## src/rtl/lsu_handshake_pkg.sv

```systemverilog
// Shared constants for the load/store unit and its helpers.
// State encoding stays plain localparams for older tooling.
package lsu_handshake_pkg;

    localparam logic [1:0] IDLE = 2'd0;
    localparam logic [1:0] REQ  = 2'd1;
    localparam logic [1:0] DONE = 2'd2;

    localparam logic [31:0] RD_ABORT    = 32'h0;
    localparam int          TIMEOUT_DEF = 16;

    function automatic logic is_aligned(input logic [1:0] lsb);
        return lsb == 2'b00;
    endfunction

endpackage

```

## src/rtl/lsu_handshake_if.sv

```systemverilog
// Req/ack data-memory bus between the LSU (master) and memory (slave).
// One transaction per request; ack is a single-cycle pulse.
interface lsu_handshake_if #(
    parameter int AW = 32,
    parameter int DW = 32
);
    logic          mem_req;
    logic          mem_we;
    logic [AW-1:0] mem_addr;
    logic [DW-1:0] mem_wdata;
    logic          mem_ack;
    logic [DW-1:0] mem_rdata;

    modport master (
        output mem_req,
        output mem_we,
        output mem_addr,
        output mem_wdata,
        input  mem_ack,
        input  mem_rdata
    );

    modport slave (
        input  mem_req,
        input  mem_we,
        input  mem_addr,
        input  mem_wdata,
        output mem_ack,
        output mem_rdata
    );
endinterface

```

## src/rtl/lsu_timeout_ctr.sv

```systemverilog
// Clearable, enabled up-counter with a terminal-count flag at LIMIT-1.
// Generic enough to guard any req/ack bus, data or instruction side.
module lsu_timeout_ctr #(
    parameter int LIMIT = 16
) (
    input  logic clock,
    input  logic reset,
    input  logic clr,
    input  logic en,
    output logic tc
);
    localparam int CW = $clog2(LIMIT);

    logic [CW-1:0] cnt;

    always_ff @(posedge clock) begin
        if (reset || clr) begin
            cnt <= '0;
        end else if (en) begin
            cnt <= cnt + CW'(1);
        end
    end

    assign tc = (cnt == CW'(LIMIT - 1));

endmodule

```

## src/rtl/lsu_handshake.sv

```systemverilog
// LSU bridge: single-cycle core data port to a req/ack data memory.
// Stalls the core for the life of each bus transaction.
import lsu_handshake_pkg::*;

module lsu_handshake #(
    parameter int AW      = 32,
    parameter int DW      = 32,
    parameter int TIMEOUT = TIMEOUT_DEF
) (
    input  logic            clock,
    input  logic            reset,
    input  logic            MemRead,
    input  logic            MemWrite,
    input  logic [AW-1:0]   Addr,
    input  logic [DW-1:0]   Din,
    output logic [DW-1:0]   Dout,
    output logic            Stall,
    output logic            AlignErr,
    output logic            BusErr,
    lsu_handshake_if.master mem
);
    logic [1:0] state;
    logic       access;
    logic       aligned;
    logic       conflict;
    logic       tmo_tc;
    logic       ctr_clr;
    logic       ctr_en;

    assign access   = MemRead | MemWrite;
    assign aligned  = is_aligned(Addr[1:0]);
    assign conflict = MemRead & MemWrite;

    // Counter only runs while a request is outstanding.
    assign ctr_clr = (state != REQ);
    assign ctr_en  = (state == REQ) & ~mem.mem_ack & ~tmo_tc;

    assign Stall = ~reset
                 & (((state == IDLE) & access & aligned)
                 | (state == REQ));

    lsu_timeout_ctr #(
        .LIMIT(TIMEOUT)
    ) u_tmo (
        .clock(clock),
        .reset(reset),
        .clr  (ctr_clr),
        .en   (ctr_en),
        .tc   (tmo_tc)
    );

    always_ff @(posedge clock) begin
        if (reset) begin
            state         <= IDLE;
            Dout          <= '0;
            mem.mem_req   <= 1'b0;
            mem.mem_we    <= 1'b0;
            mem.mem_addr  <= '0;
            mem.mem_wdata <= '0;
            AlignErr      <= 1'b0;
            BusErr        <= 1'b0;
        end else begin
            unique case (state)
                IDLE: begin
                    if (access) begin
                        if (conflict) begin
                            BusErr <= 1'b1;
                        end
                        if (aligned) begin
                            state         <= REQ;
                            mem.mem_req   <= 1'b1;
                            mem.mem_we    <= MemWrite;
                            mem.mem_addr  <= {Addr[AW-1:2], 2'b00};
                            mem.mem_wdata <= Din;
                        end else begin
                            // No bus cycle: store dropped, load keeps Dout.
                            state    <= DONE;
                            AlignErr <= 1'b1;
                        end
                    end
                end
                REQ: begin
                    if (mem.mem_ack) begin
                        state       <= DONE;
                        mem.mem_req <= 1'b0;
                        if (!mem.mem_we) begin
                            Dout <= mem.mem_rdata;
                        end
                    end else if (tmo_tc) begin
                        state       <= DONE;
                        mem.mem_req <= 1'b0;
                        BusErr      <= 1'b1;
                        if (!mem.mem_we) begin
                            Dout <= DW'(RD_ABORT);
                        end
                    end
                end
                // One unstalled cycle so the core commits exactly once.
                DONE: state <= IDLE;
                default: state <= IDLE;
            endcase
        end
    end

endmodule

```

## src/flat_wrapper.sv

```systemverilog
// flat-port wrapper written by rule: the top's interface ports become plain ports
module lsu_handshake_flat 
#(
    parameter int AW      = 32,
    parameter int DW      = 32,
    parameter int TIMEOUT = TIMEOUT_DEF
)
  (clock, reset, MemRead, MemWrite, Addr, Din, Dout, Stall, AlignErr, BusErr, mem_mem_req, mem_mem_we, mem_mem_addr, mem_mem_wdata, mem_mem_ack, mem_mem_rdata);
  lsu_handshake_if #(.AW(AW), .DW(DW)) mem_i ();
  input  logic clock;
  input  logic reset;
  input  logic MemRead;
  input  logic MemWrite;
  input  logic [AW-1:0] Addr;
  input  logic [DW-1:0] Din;
  output logic [DW-1:0] Dout;
  output logic Stall;
  output logic AlignErr;
  output logic BusErr;
  output wire logic [$bits(mem_i.mem_req)-1:0] mem_mem_req;
  output wire logic [$bits(mem_i.mem_we)-1:0] mem_mem_we;
  output wire logic [$bits(mem_i.mem_addr)-1:0] mem_mem_addr;
  output wire logic [$bits(mem_i.mem_wdata)-1:0] mem_mem_wdata;
  input wire logic [$bits(mem_i.mem_ack)-1:0] mem_mem_ack;
  input wire logic [$bits(mem_i.mem_rdata)-1:0] mem_mem_rdata;
  assign mem_mem_req = mem_i.mem_req;
  assign mem_mem_we = mem_i.mem_we;
  assign mem_mem_addr = mem_i.mem_addr;
  assign mem_mem_wdata = mem_i.mem_wdata;
  assign mem_i.mem_ack = mem_mem_ack;
  assign mem_i.mem_rdata = mem_mem_rdata;
  lsu_handshake #(.AW(AW), .DW(DW), .TIMEOUT(TIMEOUT)) u_core (.clock(clock), .reset(reset), .MemRead(MemRead), .MemWrite(MemWrite), .Addr(Addr), .Din(Din), .Dout(Dout), .Stall(Stall), .AlignErr(AlignErr), .BusErr(BusErr), .mem(mem_i));
endmodule
```

## config.mk

```make
export PLATFORM = sky130hd
export DESIGN_NAME = lsu_handshake_flat
export DESIGN_NICKNAME = d
export VERILOG_FILES = /design/src/rtl/lsu_handshake_pkg.sv /design/src/rtl/lsu_handshake_if.sv /design/src/rtl/lsu_timeout_ctr.sv /design/src/rtl/lsu_handshake.sv /design/src/flat_wrapper.sv
export SDC_FILE = /design/constraint.sdc
export NUM_CORES = 1
export LEC_CHECK = 0
export CAP_MARGIN = 25
export CELL_PAD_IN_SITES_DETAIL_PLACEMENT = 1
export CELL_PAD_IN_SITES_GLOBAL_PLACEMENT = 2
export CORE_UTILIZATION = 20
export CTS_CLUSTER_SIZE = 24
export DETAILED_ROUTE_END_ITERATION = 7
export PLACE_DENSITY_LB_ADDON = 0.1
export SLEW_MARGIN = 10
export SYNTH_ARGS = -nofsm -noshare
export SYNTH_HDL_FRONTEND = slang
export SYNTH_HIERARCHICAL = 1
export SYNTH_SLANG_ARGS = --single-unit
```

## constraint.sdc

```tcl
create_clock -name clock -period 2.15 [get_ports clock]
set_clock_uncertainty 0.15 [all_clocks]
set_input_delay 0.3225 -clock clock [delete_from_list [all_inputs] [get_ports clock]]
set_output_delay 0.3225 -clock clock [all_outputs]
set_load 0.1 [all_outputs]
```

## Yosys cells after proc, flatten, opt, wreduce, memory -nomap -nowiden

Cells that the tools add are included.

| storage, ports and cells | value |
|---|---|
| bits in registers | 104 |
| bits of input ports | 101 |
| output and inout port bits | 101 |
| logic and storage cells | 62 |

| operators by class | value |
|---|---|
| $add $sub $neg | 1 |
| equal/unequal tests | 9 |
| mux-type cells | 19 |
| bitwise logic cells | 13 |
| reductions and logical operators | 11 |

Operators with widths:

| cell | number |
|---|---|
| 32-bit two-way mux | 4 |
| 2-bit by 1-bit inequality test with 1-bit output, second input constant | 5 |
| 3-bit AND reduction | 3 |
| 1-bit two-way mux | 8 |
| 2-bit two-way mux | 4 |
| 1-bit AND | 6 |
| 1-bit inverter | 5 |
| 5-bit AND reduction | 1 |
| 4-bit by 1-bit adder with 4-bit output, second input constant | 1 |
| 4-bit equality test, second input constant | 1 |
| 2-bit logical NOT | 2 |
| 1-bit case mux with 2 select lines | 2 |
| 2-bit case mux with 2 select lines | 1 |
| 4-bit AND reduction | 1 |
| 2-bit nonzero test | 2 |
| 3-bit by 2-bit inequality test with 1-bit output, second input constant | 1 |
| 2-bit by 1-bit equality test with 1-bit output, second input constant | 1 |
| 2-bit inequality test, second input constant | 1 |
| 1-bit OR | 2 |
| 2-bit AND reduction | 1 |
| 1-bit logical OR | 1 |

## Logic depth before layout (Yosys ltp)

| logic depth | value |
|---|---|
| depth after elaboration | 5 |
| gate-level depth with buffers | 6 |
| gate-level depth less buffers | 5 |

## Cells and area by module

The synthesis kept the hierarchy.

By module, submodules not included:

| module | times used | cells an instance | area each (µm²) |
|---|---|---|---|
| lsu_handshake | 1 | 448 | 4,023.9 |
| lsu_timeout_ctr | 1 | 18 | 193.9 |

## Worst setup path after synthesis

Ideal clock, no wire load.

| timing path | value |
|---|---|
| kind | register to output |
| start | register u_core.state[1] |
| end | output port Stall |
| arrival | 2.385 ns |
| setup slack | -0.708 ns |
| cell stages (with the launch flop) | 4 |
| buffers on the path | 0 |
| path through | dfxtp_1 -> nor4_4 -> o21ai_0 -> a21oi_1 |

| between the ends | value |
|---|---|
| longest elaborated chain between the ends | 5 |
| elaborated cells between the ends (all ways) | 6 |
| those cells by class | eq/ne (1); bitwise (4); reduce/logical (1) |

RTL lines:

| item | RTL line | source |
|---|---|---|
| start: declaration | lsu_handshake.sv:22 | `logic [1:0] state;` |
| start signal: assignment | lsu_handshake.sv:54 | `state <= IDLE;` |
| start signal: assignment | lsu_handshake.sv:70 | `state <= REQ;` |
| start signal: assignment | lsu_handshake.sv:77 | `state <= DONE;` |
| 2-bit logical NOT | lsu_handshake.sv:39 | `& (((state == IDLE) & access & aligned)` |
| 1-bit AND (2 in series) | lsu_handshake.sv:39 |  |
| 1-bit OR * | lsu_handshake.sv:40 | `\| (state == REQ));` |
| 1-bit AND * | lsu_handshake.sv:39 |  |
| end: declaration | flat_wrapper.sv:17 | `output logic Stall;` |

Every way passes the cells marked *; elsewhere a longest branch is shown, timed or not.

## Worst setup path in the final report

Ends and elaborated chain as after synthesis.

==> reports/metrics.csv <==
metric,value,unit
status,finished clean,
startpoint types,flop,
Synth Flop Type,dfxtp_1,
"critical path, cell by cell",nor4_4 -> o21ai_2 -> a21oi_4 -> buf_12,
endpoint class of the critical path,output pin,
clock buffer count from CTS,9,
commonest cells in the netlist,"124 x nand2_1, 104 x dfxtp_1, 63 x mux2i_1",
Setup Viol. Count Final,0,
IO Port Bufs,199,
CTS tree,built,
global route total overflow,0,
total number of vias,3958,
Die ar.,21700,um2
Final nets,758,
Antenna Nets Post-Route,0,
post-synthesis cell count,466,
share of cells above drive strength 1,21.9,%
Critical Path RT,1680,ps
clk sinks,104,
"slowest stage cell, crit path",dfxtp_2,
worst skew pair latency,350,ps
Max Fclk,0.488,GHz
fin area,6560,um2
Synth top area share,49.4,%
vias in the first global route,4108,
Area after DPL,6270,um2
IO Count,202,
H-tree depth,3,
Bufs on Longest Clock Path,2,
DRC,0,
min Tclk post-route,2050,ps
P_leak,2.56,nW
"FF+latch count, synth",104,
Row Count,52,
CP max FO,7,
most frequent cell after synthesis,nand2_1,
DIE HEIGHT,147,um
total track usage,13.1,%
Worst Hold Class,flop to flop,
Buf/Inv on CP,1,
VDD IR max,0.000346,V
critical path type,flop to output pin,
Layout area overhead,55.5,%
CTS clock-pin slew for the worst setup and hold paths,70,ps
Starting Density,20.6,%
Synth area leader,dfxtp_1,
n_diodes,0,
P per Cell Area,733,nW/um2
Avg Vias per Cell,4.25,
drt wl/cell,15.2,um
Max Cap Violations,0,
Synth cell types,35,
mean post-synth cell area,9.05,um2
"CP delay by family, top",flip-flops,
antenna violations before repair,0,
first-pass GRT wire length,22400,um
synth warn,6,
Fin. Hold Viols,0,
fin. max-slew vios,0,
Post-synth ARST share,0,%
area of the core,20400,um2
hold buffers post-CTS,0,
Post-synth EDFFs,0,
Final GP Congestion,0.732,
HPWL Detailed,10100,um
root buf cell,clkbuf_16,
Synth Cell Area,4220,um2
setup TNS,0,ps
Die Wd,147,um
crit path DAT,1580,ps
first drt pass iteration count,4,
register area share after synthesis,49.4,%
post-CTS setup buffer count,0,
"slowest stage delay, CP",380,ps
"top cells by area, synth","dfxtp_1 49%, mux2i_1 15%, nand2_1 11%",
final wirelength,14100,um
fin crit share,95.3,%
Iteration-0 DRC Markers,130,
largest net degree at the start of global routing,85,
RSZ-0062 raised after global routing,false,
-- metal layers --
metal  GRT usage (%)  share of wire (%)
met1            15.6                 44
met2            21.7                 47
met3            4.57                8.0
met4            4.79                1.5
met5               0                  0
-- tightest hold or removal path: cells and delay by family, from the launching register on --
kind / cells / cell delay (ps)
AND/OR/NAND/NOR: 1 / 50
multiplexers: 1 / 50
flip-flops: 1 / 310
-- power breakdown --
group          switching [mW]  internal, mW  leakage, nW
Combinational           0.779         0.368         1.58
Clock                   0.793         0.824        0.135
Sequential             0.0469          2.00        0.845
-- layout by cell type (no fill, tap or decap), types with 2 or more instances in the layout --
cell             count
buf_12               6
conb_1               2
dfxtp_1            102
mux2i_1             63
nor3_1               3
nand2_1            124
nand3_1             32
clkinv_2             3
clkbuf_16            9
dfxtp_2              2
clkinvlp_4           2
inv_6                2
buf_4              111
nand2b_1             2
clkdlybuf4s50_1    100
a21oi_1             37
o21ai_0             26
nor2_1               5
o21ai_1              7
-- area by class of cell --
type | instances | area [um2]
fill | 2395 | 13900
sequential | 104 | 2080
timing repair buffer | 217 | 1950
multi-input combinational | 323 | 1890
tap | 270 | 338
clock buffer | 10 | 239
clock inverter | 6 | 42.5
inverter | 1 | 5.00
-- final timing paths --
| check | startpoint | to | slack [ps] | cells past startpoint |
|---|---|---|---|---|
| min reg2reg | u_core/mem.mem_wdata[5] | u_core/mem.mem_wdata[5] | 310 | 2 |
| max | u_core/state[1] | Stall | 100 | 4 |
| min | u_core/mem.mem_wdata[5] | u_core/mem.mem_wdata[5] | 310 | 2 |
| max reg2reg | u_core/u_tmo/cnt[0] | u_core/u_tmo/cnt[3] | 330 | 5 |
-- timing repair --
| action | in CTS | in global routing |
|---|---|---|
| pin swaps | 0 | 0 |
| setup endpoints to repair | 1 | 1 |
| resized for setup | 3 | 1 |
-- cell families after synthesis --
group | synth area share [%]
other | 0.0889
buffers and inverters | 6.53
adders and majority gates | 0.297
muxes | 15.3
AOI/OAI and AO/OA | 9.79
DFF | 49.4
and+or+nand+nor | 18.4
xor gates and xnor gates | 0.208
-- sequential cells by signal (all words and copies together) (netlist names) --
name	count
u_core/AlignErr	1
u_core/BusErr	1
u_core/Dout	32
u_core/mem.mem_addr	30
u_core/mem.mem_req	1
u_core/mem.mem_wdata	32
u_core/mem.mem_we	1
u_core/state	2
u_core/u_tmo/cnt	4
-- stage by stage --
step / utilization (%) / power [mW] / instances / setup WS, ps / hold slack (ps)
2_1_floorplan: - / 2.86 / 467 / 122 / 315
3_3_place_gp: 30.7 / 3.23 / 915 / 24.0 / 294
3_5_place_dp: 30.7 / 3.25 / 915 / -18.7 / 301
4_1_cts: 32.1 / 4.90 / 931 / 32.4 / 318
5_1_grt: 32.1 / 5.04 / 931 / 4.17 / 332
6_report: 32.1 / 4.81 / 931 / 101 / 312
No activity file was read; power rests on OpenSTA's default activity.
